$ cat src/rtl/muldiv_iter.sv
// muldiv_iter: iterative HI/LO multiply/divide unit for the EX stage.
// One operand bit per cycle; shift-add multiply, restoring divide, MADD/MSUB.
module muldiv_iter #(
    parameter int WIDTH = 32
) (
    input  logic             clk,
    input  logic             reset_n,
    input  logic             start,
    input  logic [2:0]       op,
    input  logic             hilo_we,
    input  logic             hilo_sel,
    input  logic [WIDTH-1:0] d1,
    input  logic [WIDTH-1:0] d2,
    output logic             busy,
    output logic             done,
    output logic [WIDTH-1:0] hi,
    output logic [WIDTH-1:0] lo
);

    localparam int CW = $clog2(WIDTH + 1);
    localparam int PW = 2 * WIDTH;

    typedef enum logic [1:0] {
        IDLE,
        RUN,
        FIX
    } state_t;

    state_t          state_q, state_d;
    logic [CW-1:0]   cnt_q, cnt_d;
    logic [1:0]      mode_q, mode_d;
    logic [WIDTH-1:0] a_q, a_d;
    logic [PW-1:0]   p_q, p_d;
    logic            neg_q, neg_d;
    logic            rneg_q, rneg_d;
    logic            dz_q, dz_d;
    logic [WIDTH-1:0] hi_q, hi_d;
    logic [WIDTH-1:0] lo_q, lo_d;
    logic            done_q, done_d;

    logic            s1, s2;
    logic [WIDTH-1:0] abs1, abs2;
    logic [WIDTH:0]  mul_sum;
    logic [PW-1:0]   mul_nxt;
    logic [WIDTH:0]  div_sh;
    logic [WIDTH-1:0] div_sub;
    logic [PW-1:0]   div_nxt;
    logic [PW-1:0]   prod;
    logic [WIDTH-1:0] quo, rem;
    logic [PW-1:0]   result;

    // Operand conditioning, one iteration step for each algorithm, final fix-up.
    always_comb begin
        s1   = op[0] & d1[WIDTH-1];
        s2   = op[0] & d2[WIDTH-1];
        abs1 = s1 ? -d1 : d1;
        abs2 = s2 ? -d2 : d2;

        mul_sum = {1'b0, p_q[PW-1:WIDTH]} + {1'b0, a_q};
        mul_nxt = p_q[0] ? {mul_sum, p_q[WIDTH-1:1]}
                         : {1'b0, p_q[PW-1:1]};

        // Remainder is shifted one wider so the compare never overflows.
        div_sh  = {p_q[PW-1:WIDTH], p_q[WIDTH-1]};
        div_sub = div_sh[WIDTH-1:0] - a_q;
        div_nxt = (div_sh >= {1'b0, a_q})
                ? {div_sub, p_q[WIDTH-2:0], 1'b1}
                : {div_sh[WIDTH-1:0], p_q[WIDTH-2:0], 1'b0};

        prod = neg_q ? -p_q : p_q;
        quo  = p_q[WIDTH-1:0];
        rem  = p_q[PW-1:WIDTH];

        result = prod;
        unique case (mode_q)
            2'b00: result = prod;
            2'b01: begin
                result[WIDTH-1:0]  = dz_q ? '1 : (neg_q ? -quo : quo);
                result[PW-1:WIDTH] = rneg_q ? -rem : rem;
            end
            2'b10: result = {hi_q, lo_q} + prod;
            2'b11: result = {hi_q, lo_q} - prod;
            default: result = prod;
        endcase
    end

    // Next-state and register updates for the IDLE -> RUN -> FIX sequence.
    always_comb begin
        state_d = state_q;
        cnt_d   = cnt_q;
        mode_d  = mode_q;
        a_d     = a_q;
        p_d     = p_q;
        neg_d   = neg_q;
        rneg_d  = rneg_q;
        dz_d    = dz_q;
        hi_d    = hi_q;
        lo_d    = lo_q;
        done_d  = 1'b0;
        unique case (state_q)
            IDLE: begin
                if (hilo_we) begin
                    if (hilo_sel) hi_d = d1;
                    else          lo_d = d1;
                end
                if (start) begin
                    mode_d  = op[2:1];
                    a_d     = abs2;
                    p_d     = {{WIDTH{1'b0}}, abs1};
                    neg_d   = s1 ^ s2;
                    rneg_d  = s1;
                    dz_d    = (d2 == '0);
                    cnt_d   = CW'(WIDTH);
                    state_d = RUN;
                end
            end
            RUN: begin
                cnt_d = cnt_q - CW'(1);
                p_d   = (mode_q == 2'b01) ? div_nxt : mul_nxt;
                if (cnt_q == CW'(1)) state_d = FIX;
            end
            FIX: begin
                hi_d    = result[PW-1:WIDTH];
                lo_d    = result[WIDTH-1:0];
                done_d  = 1'b1;
                state_d = IDLE;
            end
            default: state_d = IDLE;
        endcase
    end

    // State registers; reset abandons any operation in flight.
    always_ff @(posedge clk or negedge reset_n) begin
        if (!reset_n) begin
            state_q <= IDLE;
            cnt_q   <= '0;
            mode_q  <= '0;
            a_q     <= '0;
            p_q     <= '0;
            neg_q   <= 1'b0;
            rneg_q  <= 1'b0;
            dz_q    <= 1'b0;
            hi_q    <= '0;
            lo_q    <= '0;
            done_q  <= 1'b0;
        end else begin
            state_q <= state_d;
            cnt_q   <= cnt_d;
            mode_q  <= mode_d;
            a_q     <= a_d;
            p_q     <= p_d;
            neg_q   <= neg_d;
            rneg_q  <= rneg_d;
            dz_q    <= dz_d;
            hi_q    <= hi_d;
            lo_q    <= lo_d;
            done_q  <= done_d;
        end
    end

    assign busy = (state_q != IDLE);
    assign done = done_q;
    assign hi   = hi_q;
    assign lo   = lo_q;

endmodule

$ cat config.mk
export PLATFORM = sky130hd
export DESIGN_NAME = muldiv_iter
export DESIGN_NICKNAME = d
export VERILOG_FILES = /design/src/rtl/muldiv_iter.sv
export SDC_FILE = /design/constraint.sdc
export NUM_CORES = 1
export LEC_CHECK = 0
export BUFFER_PORTS_ARGS = -buffer_cell sky130_fd_sc_hd__buf_2
export CORE_UTILIZATION = 45
export CTS_BUF_LIST = sky130_fd_sc_hd__clkbuf_2 sky130_fd_sc_hd__clkbuf_4 sky130_fd_sc_hd__clkbuf_8
export DETAILED_ROUTE_END_ITERATION = 8
export HOLD_SLACK_MARGIN = 0.08
export PLACE_DENSITY = 0.59
export SYNTH_ARGS = -nofsm -noshare
export SYNTH_HDL_FRONTEND = slang
export SYNTH_SLANG_ARGS = --single-unit
$ cat constraint.sdc
create_clock -name clk -period 7.6 [get_ports clk]
set_clock_uncertainty 0.1 [all_clocks]
set_input_delay 1.52 -clock clk [delete_from_list [all_inputs] [get_ports clk]]
set_output_delay 1.52 -clock clk [all_outputs]
set_load 0.01 [all_outputs]
==> flow_summary.toml <==
[floorplanning]
rows = 79
die-area_um2 = 48700
fp.dieW_um = 221
dieHeight_um = 221
ioPinCount = 138
core_um2 = 46900
initial_core_util = 0.459

[timing]
relSlewSlack = 0.181
post-route-min-period_ps = 7150
slew_violations = 0
fmax_mhz = 140
rsz0062_at_grt = "no"
finalSetupTns_ps = 0
finalCritPeriodShare = 0.940
finalHoldViolCount = 0
worst_pin_slew_ps = 1220
setup_viol = 0

[setup_path]
reg2reg_depth = 24
crit_required_ps = 8000
arrival_ps = 7550
crit_path_start = "p_q[32]$_DFFE_PN0P_"
reg2reg_slack_ps = 450
critPathLaunchType = "flip-flop"
timing.rr.end = "hi[31]$_DFFE_PN0P_"
r2r-start = "p_q[32]$_DFFE_PN0P_"
crit_type = "reg -> reg"
critical_path.max_fanout = 11
cp-end-kind = "flip-flop"

[yosys]
synth_seq_cells = 174
synth_area_um2 = 21500
yosys.area.top_type_share = 0.202
async_reset_ff_frac = 1.00
avgSynthCellArea_um2 = 7.32
yosysUniqueCellTypes = 92
synth_edf_count = 0
synth.top_cells.by_area = "dfrtp_1 20%, ha_1 7.8%, xnor2_1 6.7%"
yosys_warnings = 0
syn_inst = 2939
synth_nets = 3148
synth-main-ff-cell = "dfrtp_1"
ys_seq_area_frac = 0.202
synth_top_cell_by_area = "dfrtp_1"

[routing]
num_vias = 22713
drt_wl_total_um = 85400
route.detailed.drc = 15
routedWlPerCell_um = 24.0
routed_via_density = 6.40
detail_route.first_pass.iterations = 8
drt_iter0_drc = 2370
ant_nets = 0

[clock_tree]
cts-resized-gates = 0
cts_num_sinks = 174
clock_path_buffers = 2
cts_tree = "built"
clock_latency_ps = 620
root_buffer = "clkbuf_8"
cts_max_level = 4
cts_buffers = 17
postCtsSetupRepairBufs = 0
postCtsHoldBufs = 0
clk_pin_slew_ps = 130

[cells_and_area]
diodes = 0
final_util = 0.491
regArea_um2 = 4360
multiInputGateArea_um2 = 16000
synthToLayoutAreaGrowth_pct = 6.97
nets = 3139
layout-drive-gt1-share = 0.0992
fillers = 4796

[outcome]
violations = "design-rule violations"
status = "complete, but fails checks"

[placed_design]
numPortBuffers = 137
gp_congestion = 0.949
dp.final_hpwl_um = 65600

[flow_run]
drv_cap = 0

[global_routing]
grt_pass1_wl_um = 130000
top_usage_layer = "met2"
use_met3 = 0.0581
use_met1 = 0.507
met2_usage = 0.537
grt_max_degree = 87
grt-ovfl-total = 0
antenna_found_initial = 0
grt_pass1_vias = 20944
groute.usage.overall = 0.353

[min_path]
min_from = "cnt_q[5]$_DFFE_PN0P_"
whs_endpoint = "cnt_q[5]$_DFFE_PN0P_"
min_delay_path_depth = 1
hp-class = "reg -> reg"
## metal layers
metal | up-vias | share of wire
met5 | - | 0
met4 | 0 | 0.027
met3 | 115 | 0.075
met2 | 959 | 0.44
met1 | 10942 | 0.46
li1 | 10697 | -
## metrics by stage
stage                     setup slack [ps]  area [µm²]  hold WS [ps]  instances
after floorplan                       1350       21500           346       2939
after global placement                 409       22600           371       3518
after detailed placement               435       22600           380       3518
after CTS                              382       23000           396       3550
after global routing                  76.6       23000           433       3550
final                                  454       23000           397       3550
## worst max path at each step
stage / endpoint / slack [ps] / cells past startpoint
final: hi[31]$_DFFE_PN0P_ / 450 / 24
after global placement: hi[31]$_DFFE_PN0P_ / 410 / 24
after detailed placement: hi[31]$_DFFE_PN0P_ / 430 / 24
after CTS: hi[31]$_DFFE_PN0P_ / 380 / 24
after floorplan: hi[20]$_DFFE_PN0P_ / 1350 / 25
after global routing: hi[31]$_DFFE_PN0P_ / 80 / 24
## logic make-up (layout without fill, tap and decap cells)
| logic type | after synthesis | in the layout | share of synthesized area |
|---|---|---|---|
| AO/OA/AOI/OAI | 999 | 999 | 0.295 |
| XOR/XNOR | 315 | 315 | 0.129 |
| buffers and inverters | 316 | 320 | 0.0575 |
| adder cells (fa/ha/maj) | 137 | 137 | 0.0807 |
| multiplexers | 37 | 37 | 0.0174 |
| flip-flops | 174 | 174 | 0.202 |
| AND/OR/NAND/NOR | 961 | 961 | 0.218 |
## placed cells by master (no fill, tap or decap), drive strengths merged, types with 63 or more instances in the layout
cell | synthesis | layout
nor3 | 71 | 71
nor2 | 209 | 209
inv | 97 | 105
xnor2 | 166 | 166
a211oi | 83 | 83
buf | 35 | 188
o21ai | 255 | 255
ha | 134 | 134
a21oi | 273 | 273
dfrtp | 174 | 174
a21o | 63 | 63
nand2 | 360 | 360
xor2 | 149 | 149
## layout make-up
type                            instances  share of cell area
Sequential cell                       174               0.190
Inverter                               99              0.0161
Tap cell                              607              0.0330
Clock inverter                         15             0.00913
Clock buffer                           17              0.0102
Timing Repair Buffer                  189              0.0471
Multi-Input combinational cell       2449               0.695
## registers in the layout, indices dropped and copies added (netlist names), 2 cells and up
signal and cells:
p_q 64, a_q 32, hi 32, lo 32, cnt_q 6, mode_q 2
state_q 2
## synthesized netlist by cell type (9+ instances only)
cell type	n
clkbuf_1	180
a32o_1	12
and3_1	21
o21ai_0	244
and2_1	28
o21a_1	13
nand2_1	359
nor3_1	68
a31oi_1	60
o211ai_1	29
a21o_1	63
nand2b_1	24
a41oi_1	9
a221oi_1	33
or2_2	15
or3_1	23
mux2i_1	33
nand4_1	42
o31ai_1	35
ha_1	134
a21oi_1	273
buf_2	11
inv_1	97
xnor2_1	165
or4_1	14
dfrtp_1	174
nor4_1	24
xor2_1	147
a211oi_1	83
nor2b_1	21
buf_1	19
o21bai_1	22
nor2_1	209
o41ai_1	16
o21ai_1	11
nand3_1	57
## critical path, stage by stage, from the launching register on
cell	delay [ps]
dfrtp_1	620
inv_1	280
ha_1	270
nor4b_4	490
nand4_1	330
o41ai_1	650
xor2_1	400
nor4bb_1	320
nor2b_1	260
nand3_1	150
nor3b_1	280
nor2_1	80
xnor2_1	330
ha_1	390
inv_1	120
o21bai_1	80
a21oi_1	210
or3_1	130
a21oi_1	60
o32ai_1	230
o21ai_0	330
a211oi_1	340
or3_1	160
mux2i_1	70
or3_1	340
Power is not shown: default switching activity piles up to over one toggle a cycle in this logic, so the estimate is an artifact.
